--- src/rtl/mips_fetch_pkg.sv ---
// Shared types and constants for the MIPS instruction-fetch stage.
// Holds the state encoding, the IF/ID payload layout and the bubble value.
package mips_fetch_pkg;

  typedef enum logic [1:0] {
    BOOT  = 2'd0,
    RUN   = 2'd1,
    FAULT = 2'd2
  } fetch_state_e;

  localparam logic [31:0] NOP_INSTR = 32'h0000_0000;
  localparam logic [31:0] PC_STEP   = 32'd4;

  typedef struct packed {
    logic [31:0] instr;
    logic [31:0] pcplus4;
    logic        valid;
  } ifid_t;

  localparam ifid_t IFID_BUBBLE = '{instr: NOP_INSTR, pcplus4: 32'h0, valid: 1'b0};

  function automatic logic misaligned(input logic [31:0] addr);
    return addr[1:0] != 2'b00;
  endfunction

endpackage

--- src/rtl/mips_fetch_stage_if.sv ---
// Fetch-stage bus: instruction-memory port, hazard controls and IF/ID outputs.
// master = fetch stage, slave = the surrounding pipeline / memory.
interface mips_fetch_stage_if #(
  parameter int IMEM_AW = 6
);

  logic [IMEM_AW-1:0] imem_a;
  logic [31:0]        imem_rd;
  logic               stall;
  logic               flush;
  logic               redirect;
  logic [31:0]        redirect_pc;
  logic [31:0]        pc_f;
  logic [31:0]        instr_d;
  logic [31:0]        pcplus4_d;
  logic               valid_d;
  logic               fault;

  modport master (
    output imem_a, pc_f, instr_d, pcplus4_d, valid_d, fault,
    input  imem_rd, stall, flush, redirect, redirect_pc
  );

  modport slave (
    input  imem_a, pc_f, instr_d, pcplus4_d, valid_d, fault,
    output imem_rd, stall, flush, redirect, redirect_pc
  );

endinterface

--- src/rtl/mips_fetch_stage_ifid_reg.sv ---
// IF/ID pipeline register: one-cycle capture, clear beats enable, holds when en=0.
// Backpressure: upstream stall simply deasserts en; no internal buffering.
module ifid_reg
  import mips_fetch_pkg::*;
(
  input  logic  clk,
  input  logic  reset,
  input  logic  clr,
  input  logic  en,
  input  ifid_t d,
  output ifid_t q
);

  always_ff @(posedge clk) begin
    if (!reset) begin
      q <= IFID_BUBBLE;
    end else if (clr) begin
      q <= IFID_BUBBLE;
    end else if (en) begin
      q <= d;
    end
  end

endmodule

--- src/rtl/mips_fetch_stage.sv ---
// Fetch stage: PC register, next-PC selection and BOOT/RUN/FAULT control; instr lands in IF/ID one cycle after its PC.
// Backpressure: stall freezes PC and IF/ID; redirect overrides stall and flush.
module mips_fetch_stage
  import mips_fetch_pkg::*;
#(
  parameter logic [31:0] PC_RESET = 32'h0000_0000,
  parameter int          IMEM_AW  = 6
) (
  input  logic                clk,
  input  logic                reset,
  mips_fetch_stage_if.master  bus
);

  fetch_state_e state_q, state_d;
  logic [31:0]  pc_q, pc_d, pc_inc;
  logic         fault_q, fault_d;
  logic         ifid_clr, ifid_en;
  ifid_t        ifid_d, ifid_q;

  assign pc_inc = pc_q + PC_STEP;

  always_ff @(posedge clk) begin
    if (!reset) begin
      state_q <= BOOT;
      pc_q    <= {PC_RESET[31:2], 2'b00};
      fault_q <= 1'b0;
    end else begin
      state_q <= state_d;
      pc_q    <= {pc_d[31:2], 2'b00};
      fault_q <= fault_d;
    end
  end

  always_comb begin
    state_d  = state_q;
    pc_d     = pc_q;
    fault_d  = fault_q;
    ifid_clr = 1'b0;
    ifid_en  = 1'b0;
    unique case (state_q)
      BOOT: begin
        state_d = RUN;
      end
      RUN: begin
        if (bus.redirect && misaligned(bus.redirect_pc)) begin
          state_d  = FAULT;
          fault_d  = 1'b1;
          ifid_clr = 1'b1;
        end else if (bus.redirect) begin
          pc_d     = bus.redirect_pc;
          ifid_clr = 1'b1;
        end else if (bus.flush) begin
          ifid_clr = 1'b1;
          if (!bus.stall) pc_d = pc_inc;
        end else if (!bus.stall) begin
          ifid_en = 1'b1;
          pc_d    = pc_inc;
        end
      end
      FAULT: begin
        // IF/ID already holds the bubble; keep clearing so nothing can leak in.
        ifid_clr = 1'b1;
        fault_d  = 1'b1;
      end
      default: begin
        state_d = BOOT;
      end
    endcase
  end

  assign ifid_d = '{instr: bus.imem_rd, pcplus4: pc_inc, valid: 1'b1};

  ifid_reg u_ifid (
    .clk   (clk),
    .reset (reset),
    .clr   (ifid_clr),
    .en    (ifid_en),
    .d     (ifid_d),
    .q     (ifid_q)
  );

  assign bus.imem_a    = pc_q[IMEM_AW+1:2];
  assign bus.pc_f      = pc_q;
  assign bus.instr_d   = ifid_q.instr;
  assign bus.pcplus4_d = ifid_q.pcplus4;
  assign bus.valid_d   = ifid_q.valid;
  assign bus.fault     = fault_q;

endmodule

--- src/flat_wrapper.sv ---
// flat-port wrapper written by rule: the top's interface ports become plain ports
module mips_fetch_stage_flat import mips_fetch_pkg::*;
#(
  parameter logic [31:0] PC_RESET = 32'h0000_0000,
  parameter int          IMEM_AW  = 6
)
  (clk, reset, bus_imem_a, bus_pc_f, bus_instr_d, bus_pcplus4_d, bus_valid_d, bus_fault, bus_imem_rd, bus_stall, bus_flush, bus_redirect, bus_redirect_pc);
  mips_fetch_stage_if #(.IMEM_AW(IMEM_AW)) bus_i ();
  input  logic clk;
  input  logic reset;
  output wire logic [$bits(bus_i.imem_a)-1:0] bus_imem_a;
  output wire logic [$bits(bus_i.pc_f)-1:0] bus_pc_f;
  output wire logic [$bits(bus_i.instr_d)-1:0] bus_instr_d;
  output wire logic [$bits(bus_i.pcplus4_d)-1:0] bus_pcplus4_d;
  output wire logic [$bits(bus_i.valid_d)-1:0] bus_valid_d;
  output wire logic [$bits(bus_i.fault)-1:0] bus_fault;
  input wire logic [$bits(bus_i.imem_rd)-1:0] bus_imem_rd;
  input wire logic [$bits(bus_i.stall)-1:0] bus_stall;
  input wire logic [$bits(bus_i.flush)-1:0] bus_flush;
  input wire logic [$bits(bus_i.redirect)-1:0] bus_redirect;
  input wire logic [$bits(bus_i.redirect_pc)-1:0] bus_redirect_pc;
  assign bus_imem_a = bus_i.imem_a;
  assign bus_pc_f = bus_i.pc_f;
  assign bus_instr_d = bus_i.instr_d;
  assign bus_pcplus4_d = bus_i.pcplus4_d;
  assign bus_valid_d = bus_i.valid_d;
  assign bus_fault = bus_i.fault;
  assign bus_i.imem_rd = bus_imem_rd;
  assign bus_i.stall = bus_stall;
  assign bus_i.flush = bus_flush;
  assign bus_i.redirect = bus_redirect;
  assign bus_i.redirect_pc = bus_redirect_pc;
  mips_fetch_stage #(.PC_RESET(PC_RESET), .IMEM_AW(IMEM_AW)) u_core (.clk(clk), .reset(reset), .bus(bus_i));
endmodule
--- config.mk ---
export PLATFORM = sky130hd
export DESIGN_NAME = mips_fetch_stage_flat
export DESIGN_NICKNAME = d
export VERILOG_FILES = /design/src/rtl/mips_fetch_pkg.sv /design/src/rtl/mips_fetch_stage_if.sv /design/src/rtl/mips_fetch_stage_ifid_reg.sv /design/src/rtl/mips_fetch_stage.sv /design/src/flat_wrapper.sv
export SDC_FILE = /design/constraint.sdc
export NUM_CORES = 1
export LEC_CHECK = 0
export ABC_AREA = 0
export CAP_MARGIN = 20
export CORE_MARGIN = 2
export CORE_UTILIZATION = 45
export DETAILED_ROUTE_END_ITERATION = 10
export GPL_TIMING_DRIVEN = 0
export HOLD_SLACK_MARGIN = 0.05
export PLACE_DENSITY = 0.92
export SLEW_MARGIN = 30
export SYNTH_ARGS = -nofsm -noshare
export SYNTH_HDL_FRONTEND = slang
export SYNTH_SLANG_ARGS = --single-unit
--- constraint.sdc ---
create_clock -name clk -period 2.8 [get_ports clk]
set_input_delay 0.56 -clock clk [delete_from_list [all_inputs] [get_ports clk]]
set_output_delay 0.56 -clock clk [all_outputs]
set_load 0.1 [all_outputs]
==> results of run 1 <==
[tightest hold or removal path, stage by stage (launching register included)]
cell and delay, ns:
dfxtp_1 0.32, nand2_1 0.05, a21oi_1 0.05
[how the worst min path moves through the flow]
stage | cells after the start | end | start | slack [ns]
3_3_place_gp | 2 | u_core.u_ifid.q[41]$_SDFFE_PP0P_ | u_core.u_ifid.q[41]$_SDFFE_PP0P_ | 0.44
2_1_floorplan | 1 | u_core.state_q[1]$_SDFFE_PN0P_ | u_core.state_q[1]$_SDFFE_PN0P_ | 0.52
4_1_cts | 2 | u_core.u_ifid.q[45]$_SDFFE_PP0P_ | u_core.u_ifid.q[45]$_SDFFE_PP0P_ | 0.46
3_5_place_dp | 2 | u_core.u_ifid.q[45]$_SDFFE_PP0P_ | u_core.u_ifid.q[45]$_SDFFE_PP0P_ | 0.45
6_report | 2 | u_core.u_ifid.q[50]$_SDFFE_PP0P_ | u_core.u_ifid.q[50]$_SDFFE_PP0P_ | 0.47
5_1_grt | 2 | u_core.u_ifid.q[56]$_SDFFE_PP0P_ | u_core.u_ifid.q[56]$_SDFFE_PP0P_ | 0.49
[cells by family after synthesis]
group / count (synthesis)
other cells: 1
flops: 96
compound gates: 150
buf+inv: 62
simple gates: 255
mux: 4
xor+xnor: 26
fa+ha+maj: 4
[cell type report]
| cell class | count | area [sq um] | share of cell area [%] |
|---|---|---|---|
| Multi-Input combinational cell | 443 | 2620 | 38.1 |
| Sequential cell | 96 | 1920 | 28.0 |
| Timing Repair Buffer | 167 | 1670 | 24.3 |
| Buffer | 58 | 273 | 3.98 |
| Tap cell | 136 | 170 | 2.48 |
| Clock buffer | 10 | 138 | 2.01 |
| Clock inverter | 6 | 57.6 | 0.839 |
| Inverter | 4 | 15.0 | 0.219 |
[metrics by stage]
stage                     instances  area, sq um
after floorplan                 601         4830
after global routing            920         6860
final                           920         6860
after global placement          904         6670
after CTS                       920         6860
after detailed placement        904         6660
[state kept, by name, indices dropped and copies added (netlist names)]
register,flops
u_core.bus.pc_f,30
u_core.bus.fault,1
u_core.u_ifid.q,63
u_core.state_q,2
[cells in the final DEF, fill, tap and decap left out, drive strengths merged, types with 6 or more instances in the layout]
cell type      netlist  final
clkdlybuf4s50        0    164
nand2              110    110
dfxtp               96     96
nor2                55     55
a21oi               51     51
clkbuf              33     43
a211oi              29     29
nand3               27     27
buf                 25     26
o21ai               20     20
xor2                17     17
a31oi               14     14
nand4               10     10
or3                  9      9
xnor2                9      9
nor4                 9      9
and3                 7      7
a22oi                7      7
nor3                 7      7
o31ai                6      6
inv                  2      6
[timing repair]
action                                 4_1_cts  5_1_grt
cloned                                       0        0
setup endpoints to repair                    1        2
endpoints found under the hold margin        0        0
gates resized for setup                      1        3
[per-layer routing]
metal  up-vias  routed length (microns)  share of wire (%)  track usage, %
met4         0                      534                3.3            9.25
met2       302                     7600                 46            47.4
li1       2476                        -                  -               -
met5         -                        0                  0               0
met1      2451                     6590                 40            35.9
met3        54                     1670                 10            5.93
[where the power goes]
group | internal [mW] | switching [mW]
Sequential | 1.48 | 0.106
Combinational | 0.465 | 1.30
Clock | 0.370 | 0.543
==> metrics.sh, run 1 <==
GR_UTIL_ALL_LAYERS_PCT=28.1
GRT_PASS1_VIAS=4999
DRT-WIRELENGTH-PER-CELL_MICRONS=17.8
SYNTH_TOP_FAMILY_BY_AREA='simple AND/OR/NAND/NOR gates'
LAYOUT.CORE_UTILIZATION_PCT=66.2
POST_ROUTE_CLOCK_PERIOD_UTILIZATION_PCT=96.8
CTS-HOLD-FIX-BUFFERS=0
HOLD_SLACK_NS=0.465
CP_NUM_BUF_INV=1
TOP_LEVEL_PORTS=173
SYNTH_AREA_SQ_MM=0.00481
GP_CONGESTION=0.944
PERIOD_NEEDED_NS=2.71
SYNTHMOSTINSTANTIATEDCELL='nand2_1'
PORT-BUFFER-COUNT=167
POSTSYNTHREGISTERBITS=96
CRITICAL_PATH_DEPTH=1
FINALWIRELENGTH_MM=16.4
SYNTHESIS.AREA_PER_INSTANCE_SQ_UM=8.05
WARNINGS_FROM_YOSYS=0
SYNTH_TOP_AREA_SHARE_PCT=39.9
CRITPATHLAUNCH='u_core.bus.pc_f[13]$_SDFFE_PN0P_'
TIMING.HOLD.WORST.CLASS='reg2reg'
DIE_H_MICRONS=107
SYNTHESIZED_AREA_FRACTION_OCCUPIED_BY_XOR_AND_XNOR_CELLS_PCT=4.73
OUTCOME='finished clean'
SLEW_HEADROOM_PCT=32.1
REPORT.POWER.TOTAL_mW=4.26
WORST_IR_DROP_VDD_V=0.000583
SYN_TO_FINAL_GROWTH_PCT=42.6
DP_HPWL_MM=12.6
N_FILL_CELL=866
MAXSLEWVIOLCOUNT=0
CLOCK-ROOT-BUFFER='clkbuf_8'
RSZ0062_AT_GRT='false'
DRT_FIRST_ITER_VIOLATIONS=463
SYNTH_COMMON_CELLS='110 x nand2_1, 96 x dfxtp_1, 55 x nor2_1, 51 x a21oi_1, 33 x clkbuf_1'
CTS_BUFFERS=9
POST-CTS-SETUP-BUFFER-COUNT=0
CRITICAL_PATH_ARRIVAL_NS=2.15
WORST_SLACK_NS=0.0892
SYNTH_SEQUENTIAL_AREA_RATIO_PCT=39.9
CRIT_TYPE='reg2out'
YS_TOP_CELLS_BY_AREA='dfxtp_1 40%, nand2_1 8.6%, a21oi_1 5.3%'
TIMING.FINAL.HOLD_VIOLATIONS=0
MAX_CAP_VIOL_COUNT=0
REG2REG_SETUP_SLACK_NS=0.20
POST-SYNTH-TOP-AREA-CELL='dfxtp_1'
YOSYS.AREA_SHARE.SIMPLE_PCT=27.3
TNS_NS=0
FINISH.NET_COUNT=852
CLOCK_LATENCY_NS=0.37
POST_SYNTH_INST_COUNT=598
DRT-PASS1-ITER-COUNT=8
START_UTIL_PCT=46.4
LEAKAGE_DISSIPATION_nW=2.31
WORST_PATH_DOMINANT_CELL_FAMILY='buffers and inverters'
CP_CELL_SEQUENCE='clkdlybuf4s50_1'
FLOORPLAN.DIE_AREA_SQ_MM=0.0115
WORST_CLOCK_SKEW_NS=0.0189
POSTROUTEANTENNANETS=0
CTS_BUFFER_DEPTH=2
CRIT_PATH_TOP_DELAY_CELL='clkdlybuf4s50_1'
TIMING.RR.END='u_core.bus.pc_f[22]$_SDFFE_PN0P_'
CRITICAL_PATH.STARTPOINT_TYPE='flip-flop'
CPPEAKSTAGEDELAY_NS=1.22
ROUTE.DETAILED.DRC=0
WORST_SETUP_HOLD_PATH_CLK_SLEW_NS=0.10
POST-PLACE-WS_NS=-0.147
GLOBALROUTEOVERFLOWTOTAL=0
ROUTE.DETAILED.VIAS_PER_INST=5.74
FRACTION_OF_FINAL_LAYOUT_CELLS_SIZED_BEYOND_DRIVE_STRENGTH_1_PCT=8.04
END_OF_THE_CRITICAL_PATH='bus_pc_f[13]'
FLOORPLAN.DIE.WIDTH_MICRONS=107
SYNTH-COMPOUND-AREA-SHARE_PCT=20.0
TIMING.CRITICAL_PATH.TO_TYPE='output pin'
CTS_SINKS=96
GRT_START_MAX_NET_PINS=19
SYNTHARSTFLOPSHARE_PCT=0
H-TREE-DEPTH=3
R2R_START='u_core.bus.pc_f[2]$_SDFFE_PN0P_'
CLOCK_TREE_FROM_TRITONCTS='done'
PRIMARY_FLIP_FLOP_CELL_CHOSEN_BY_SYNTHESIS_MAPPING='dfxtp_1'
WORST-SLEW-PIN-TRANSITION_NS=1.01
GRT_FIRST_PASS_WIRELENGTH_MM=25.7
STD_CELL_ROWS=37
NUMBER_OF_DISTINCT_STANDARD_CELLS_REFERENCED_BY_THE_SYNTHESIZED_NETLIST=63
WORSTPATHMAXFANOUT=8
EDFF_COUNT_SYNTH=0
ANTENNA_FOUND_INITIAL=0
CORE-AREA_SQ_MM=0.0104
TIMING.FMAX_MHz=369
N_ANTENNA_CELL=0
POWER-PER-CELL-AREA_mW_PER_MM2=621
WORSTREGTOREGCELLS=7
DETAILROUTE.VIA_COUNT=5283
POST_SYNTH_FA_HA_MAJ_AREA_FRACTION_PCT=1.04
SETUP_VIOLATIONS_FINAL=0
WORST-ENDPOINT-REQUIRED_NS=2.24
SYNTH.AREA.MUX_SHARE_PCT=0.884
Power figures use the tool's default switching activity.
==> run 2: changes to the inputs <==
--- a/config.mk
+++ b/config.mk
@@ -8,11 +8,12 @@
 export ABC_AREA = 0
 export CAP_MARGIN = 20
 export CORE_MARGIN = 2
-export CORE_UTILIZATION = 45
+export CORE_UTILIZATION = 35
+export CTS_CLUSTER_SIZE = 20
 export DETAILED_ROUTE_END_ITERATION = 10
 export GPL_TIMING_DRIVEN = 0
 export HOLD_SLACK_MARGIN = 0.05
-export PLACE_DENSITY = 0.92
+export PLACE_DENSITY = 0.77
 export SLEW_MARGIN = 30
 export SYNTH_ARGS = -nofsm -noshare
 export SYNTH_HDL_FRONTEND = slang
==> metrics.sh, run 2 (synthesis results as in run 1) <==
OUTCOME='finished clean'
REGMOSTFLOPS='u_core.u_ifid.q'
POSTROUTEANTENNANETS=0
COMMONEST_NON_FILL_NON_TAP_CELL_IN_THE_LAYOUT='clkdlybuf4s50_1'
WORST-SLEW-PIN-TRANSITION_NS=1.03
ANTENNA_FOUND_INITIAL=0
CLOCK_TREE_FROM_TRITONCTS='done'
GRT_FIRST_PASS_WIRELENGTH_MM=25.2
CPPEAKSTAGEDELAY_NS=0.55
TIMING.HOLD.WORST.CLASS='reg2reg'
START_UTIL_PCT=36.1
CTS_SINKS=96
CTS_BUFFER_DEPTH=2
WORST_IR_DROP_VDD_V=0.000640
DRT-WIRELENGTH-PER-CELL_MICRONS=17.0
SETUP_VIOLATIONS_FINAL=0
DRT-PASS1-ITER-COUNT=5
GRT_PASS1_VIAS=4680
WORST-ENDPOINT-REQUIRED_NS=3.05
PLACEDCELLCOUNT=944
FLOORPLAN.DIE.WIDTH_MICRONS=121
CRIT_TYPE='in2reg'
CRITICAL_PATH.STARTPOINT_TYPE='primary input'
ROUTE.DETAILED.VIAS_PER_INST=5.27
TOP_LEVEL_PORTS=173
MAXSLEWVIOLCOUNT=0
ROUTE.DETAILED.DRC=0
LEAKAGE_DISSIPATION_nW=2.37
CORE-AREA_SQ_MM=0.0133
RSZ0062_AT_GRT='false'
H-TREE-DEPTH=3
TIMING.FMAX_MHz=365
WORSTPATHMAXFANOUT=10
WORST_CLOCK_SKEW_NS=0.00907
POWER-PER-CELL-AREA_mW_PER_MM2=674
FINALWIRELENGTH_MM=16.3
GP_CONGESTION=0.959
GR_UTIL_ALL_LAYERS_PCT=22.1
CRITICAL_PATH_ARRIVAL_NS=2.99
FLOORPLAN.DIE_AREA_SQ_MM=0.0147
FINAL_INSTANCE_COUNT_WITHOUT_FILLER_CELLS=959
CLOCK-ROOT-BUFFER='clkbuf_16'
TIMING.CRITICAL_PATH.TO_TYPE='flip-flop'
GRT_START_MAX_NET_PINS=16
TIMING.FINAL.HOLD_VIOLATIONS=0
PERIOD_NEEDED_NS=2.74
GLOBALROUTEOVERFLOWTOTAL=0
POST_ROUTE_CLOCK_PERIOD_UTILIZATION_PCT=97.8
DIE_H_MICRONS=121
CTS_BUFFERS=9
LAYOUT.CORE_UTILIZATION_PCT=52.8
MAX_CAP_VIOL_COUNT=0
CP_CELL_SEQUENCE='clkdlybuf4s50_1 > clkbuf_1 > nor2_1 > a21oi_1 > buf_2 > o21ai_0 > a211o_1'
PORT-BUFFER-COUNT=167
FINISH.NET_COUNT=852
DRT_FIRST_ITER_VIOLATIONS=490
CRIT_PATH_TOP_DELAY_CELL='a21oi_1'
WORST_PATH_DOMINANT_CELL_FAMILY='buffers and inverters'
CLOCK_LATENCY_NS=0.36
SYN_TO_FINAL_GROWTH_PCT=46.4
LAYOUT_COMMON_CELLS='164 x clkdlybuf4s50_1, 110 x nand2_1, 94 x dfxtp_1'
STD_CELL_ROWS=42
N_ANTENNA_CELL=0
LARGEST_REG_FLOPS=63
POST-CTS-SETUP-BUFFER-COUNT=0
FRACTION_OF_FINAL_LAYOUT_CELLS_SIZED_BEYOND_DRIVE_STRENGTH_1_PCT=8.05
CP_NUM_BUF_INV=3
SLEW_HEADROOM_PCT=30.9
DP_HPWL_MM=12.2
WORST_SETUP_HOLD_PATH_CLK_SLEW_NS=0.07
DETAILROUTE.VIA_COUNT=5056
run 2: changes by cell type in the layout (fill, tap and decap cells not counted), moves of 2 or more:
cell	before	now
inv_6	2	0
clkinv_2	0	2
clkbuf_16	0	9
inv_8	2	0
clkbuf_8	10	0
bufinv_16	0	3
run 2: worst paths after layout:
| check | depth (start not counted) | slack, ns | startpoint | end |
|---|---|---|---|---|
| setup / recovery | 7 | 0.06 | bus_redirect | u_core.bus.pc_f[18]$_SDFFE_PN0P_ |
| hold / removal | 2 | 0.45 | u_core.u_ifid.q[64]$_SDFFE_PP0P_ | u_core.u_ifid.q[64]$_SDFFE_PP0P_ |
| setup reg to reg | 8 | 0.22 | u_core.state_q[1]$_SDFFE_PN0P_ | u_core.bus.pc_f[18]$_SDFFE_PN0P_ |
| hold reg to reg | 2 | 0.45 | u_core.u_ifid.q[64]$_SDFFE_PP0P_ | u_core.u_ifid.q[64]$_SDFFE_PP0P_ |
run 2: layer usage:
metal | global-route usage, % | vias to the layer above | share of wire [%]
li1 | - | 2476 | -
met1 | 29.7 | 2299 | 43
met2 | 35.1 | 249 | 45
met3 | 4.18 | 32 | 9.1
met4 | 8.91 | 0 | 2.4
met5 | 0 | - | 0
run 2: worst register-to-register path, cell delays in order (launching register included):
cell and delay, ns:
dfxtp_1 0.37, inv_1 0.08, ha_1 0.21, clkbuf_1 0.22, and4bb_2 0.32, a21oi_1 0.50
buf_2 0.38, o21ai_0 0.15, a211o_1 0.28
run 2: where the power goes:
part	internal, mW	switching [mW]
Sequential	1.48	0.101
Clock	0.867	0.550
Combinational	0.462	1.29
Total	2.81	1.94
run 2: area by class of cell:
type,count,area (sq um)
flip-flops and latches,96,1920
inverters,4,15.0
clock buffers,9,225
well taps,176,220
clock inverters,6,109
plain buffers,58,273
fillers,1268,6300
multi-input cells,443,2620
repair buffers,167,1660
run 2: stage by stage:
step / worst slack, ns / TNS, ns / instance area [sq um] / hold WS, ns / power [mW]
6_report: 0.0609 / 0 / 7050 / 0.451 / 4.75
5_1_grt: 0.00821 / 0 / 7050 / 0.470 / 4.94
4_1_cts: 0.00955 / 0 / 7050 / 0.456 / 4.77
3_5_place_dp: -0.279 / -12.16 / 6710 / 0.446 / 3.36
3_3_place_gp: -0.270 / -10.57 / 6720 / 0.442 / 3.35
2_1_floorplan: 0.0785 / 0 / 4830 / 0.523 / 2.86
run 2: what timing repair did:
item                                    CTS  global route
resized for setup                         0             5
endpoints found under the setup margin    0            22
hold buffers                              0             0
==> run 3: changes to the inputs <==
--- a/config.mk
+++ b/config.mk
@@ -9,6 +9,7 @@
 export CAP_MARGIN = 20
 export CORE_MARGIN = 2
 export CORE_UTILIZATION = 35
+export CTS_BUF_LIST = sky130_fd_sc_hd__clkbuf_8
 export CTS_CLUSTER_SIZE = 20
 export DETAILED_ROUTE_END_ITERATION = 10
 export GPL_TIMING_DRIVEN = 0
==> metrics.sh, run 3 (synthesis results as in run 1) <==
OUTCOME='finished clean'
DRT-PASS1-ITER-COUNT=5
CLOCK-ROOT-BUFFER='clkbuf_8'
CP_NUM_BUF_INV=3
CTS_BUFFERS=9
TIMING.FMAX_MHz=364
CLOCK_TREE_FROM_TRITONCTS='done'
CRITICAL_PATH.STARTPOINT_TYPE='primary input'
CTS_BUFFER_DEPTH=2
HOLD_SLACK_NS=0.455
N_FILL_CELL=1279
GRT_FIRST_PASS_WIRELENGTH_MM=25.0
REPORT.POWER.TOTAL_mW=4.43
MAX_CAP_VIOL_COUNT=0
SETUP_VIOLATIONS_FINAL=0
FINAL_INSTANCE_COUNT_WITHOUT_FILLER_CELLS=959
WORST_PATH_DOMINANT_CELL_FAMILY='buffers and inverters'
DRT-WIRELENGTH-PER-CELL_MICRONS=16.9
POWER-PER-CELL-AREA_mW_PER_MM2=638
WORST_CLOCK_SKEW_NS=0.0122
GLOBAL_ROUTE.USAGE.MET2_PCT=35.3
FLOORPLAN.DIE.WIDTH_MICRONS=121
CTS_SINKS=96
PORT-BUFFER-COUNT=167
GLOBAL_ROUTE_MET1_USAGE_PCT=29.4
DIE_H_MICRONS=121
GRT_UTIL_MET3_PCT=4.42
PERIOD_NEEDED_NS=2.75
GRT_PASS1_VIAS=4642
TIMING.FINAL.HOLD_VIOLATIONS=0
TOP_LEVEL_PORTS=173
FRACTION_OF_FINAL_LAYOUT_CELLS_SIZED_BEYOND_DRIVE_STRENGTH_1_PCT=8.05
FINALWIRELENGTH_MM=16.2
WORSTPATHMAXFANOUT=10
TIMING.CRITICAL_PATH.TO_TYPE='flip-flop'
CRITICAL_PATH_ARRIVAL_NS=3.02
WORST_SETUP_HOLD_PATH_CLK_SLEW_NS=0.10
ROUTE.DETAILED.DRC=0
PLACEDCELLCOUNT=944
CTS-HOLD-FIX-BUFFERS=0
TIMING.HOLD.WORST.CLASS='reg2reg'
CRIT_PATH_TOP_DELAY_CELL='a21oi_1'
ANTENNA_FOUND_INITIAL=0
REGMOSTFLOPS='u_core.u_ifid.q'
CORE-AREA_SQ_MM=0.0133
FINISH.NET_COUNT=852
COMMONEST_NON_FILL_NON_TAP_CELL_IN_THE_LAYOUT='clkdlybuf4s50_1'
CLOCK_LATENCY_NS=0.37
LARGEST_REG_FLOPS=63
POST_ROUTE_CLOCK_PERIOD_UTILIZATION_PCT=98.1
CP_CELL_SEQUENCE='clkdlybuf4s50_1 > clkbuf_1 > nor2_1 > a21oi_1 > buf_2 > o21ai_0 > a211o_1'
GR_UTIL_ALL_LAYERS_PCT=21.9
H-TREE-DEPTH=3
N_ANTENNA_CELL=0
SLEW_HEADROOM_PCT=30.8
LAYOUT.CORE_UTILIZATION_PCT=52.0
WORST-SLEW-PIN-TRANSITION_NS=1.03
DRT_FIRST_ITER_VIOLATIONS=581
GP_CONGESTION=0.959
CRIT_TYPE='in2reg'
CPPEAKSTAGEDELAY_NS=0.55
WORST-ENDPOINT-REQUIRED_NS=3.08
FLOORPLAN.DIE_AREA_SQ_MM=0.0147
MAXSLEWVIOLCOUNT=0
LAYOUT_COMMON_CELLS='164 x clkdlybuf4s50_1, 110 x nand2_1, 94 x dfxtp_1'
STD_CELL_ROWS=42
DP_HPWL_MM=12.2
RSZ0062_AT_GRT='false'
GRT-BUSIEST-LAYER='met2'
START_UTIL_PCT=36.1
GLOBALROUTEOVERFLOWTOTAL=0
POST-CTS-SETUP-BUFFER-COUNT=0
POSTROUTEANTENNANETS=0
WORST_IR_DROP_VDD_V=0.000646
DETAILROUTE.VIA_COUNT=5045
GRT_START_MAX_NET_PINS=16
TNS_NS=0
ROUTE.DETAILED.VIAS_PER_INST=5.26
SYN_TO_FINAL_GROWTH_PCT=44.2
LEAKAGE_DISSIPATION_nW=2.31
[run 3: worst register-to-register path: cells and delay by family, from the launching register on]
kind | cells | cell delay, ns
compound gates | 3 | 0.92
buf+inv | 3 | 0.67
flops | 1 | 0.38
simple gates | 1 | 0.32
fa+ha+maj | 1 | 0.21
[run 3: area by class of cell]
type	instances	area, sq um	share of cell area, %
clock inverter	6	109	1.57
sequential	96	1920	27.7
timing repair buffer	167	1660	23.9
buffer	58	273	3.93
inverter	4	15.0	0.216
clock buffer	9	124	1.78
tap	176	220	3.17
multi-input combinational	443	2620	37.7
[run 3: power breakdown]
group / internal [mW] / switching (mW) / total (mW)
Clock: 0.587 / 0.508 / 1.10
Combinational: 0.462 / 1.29 / 1.76
Sequential: 1.48 / 0.101 / 1.58
[run 3: stage by stage]
step	area, sq um	worst slack [ns]
after global placement	6720	-0.270
after detailed placement	6710	-0.279
final	6940	0.0541
after CTS	6950	0.0461
after global routing	6940	0.0000653
after floorplan	4830	0.0785
[run 3: repair_timing]
action	CTS	global route
pin swaps	0	0
gates resized for setup	1	3
setup endpoints to repair	1	13
[run 3: final timing paths]
path / startpoint / to / depth (start not counted) / slack [ns]
min reg2reg: u_core.u_ifid.q[64]$_SDFFE_PP0P_ / u_core.u_ifid.q[64]$_SDFFE_PP0P_ / 2 / 0.46
max reg2reg: u_core.state_q[1]$_SDFFE_PN0P_ / u_core.bus.pc_f[18]$_SDFFE_PN0P_ / 8 / 0.22
max: bus_redirect / u_core.bus.pc_f[18]$_SDFFE_PN0P_ / 7 / 0.05
min: u_core.u_ifid.q[64]$_SDFFE_PP0P_ / u_core.u_ifid.q[64]$_SDFFE_PP0P_ / 2 / 0.46
[run 3: metal layers]
metal / up-vias / wire (microns)
li1: 2473 / -
met1: 2307 / 7060
met2: 246 / 7440
met3: 19 / 1500
met4: 0 / 202
met5: - / 0
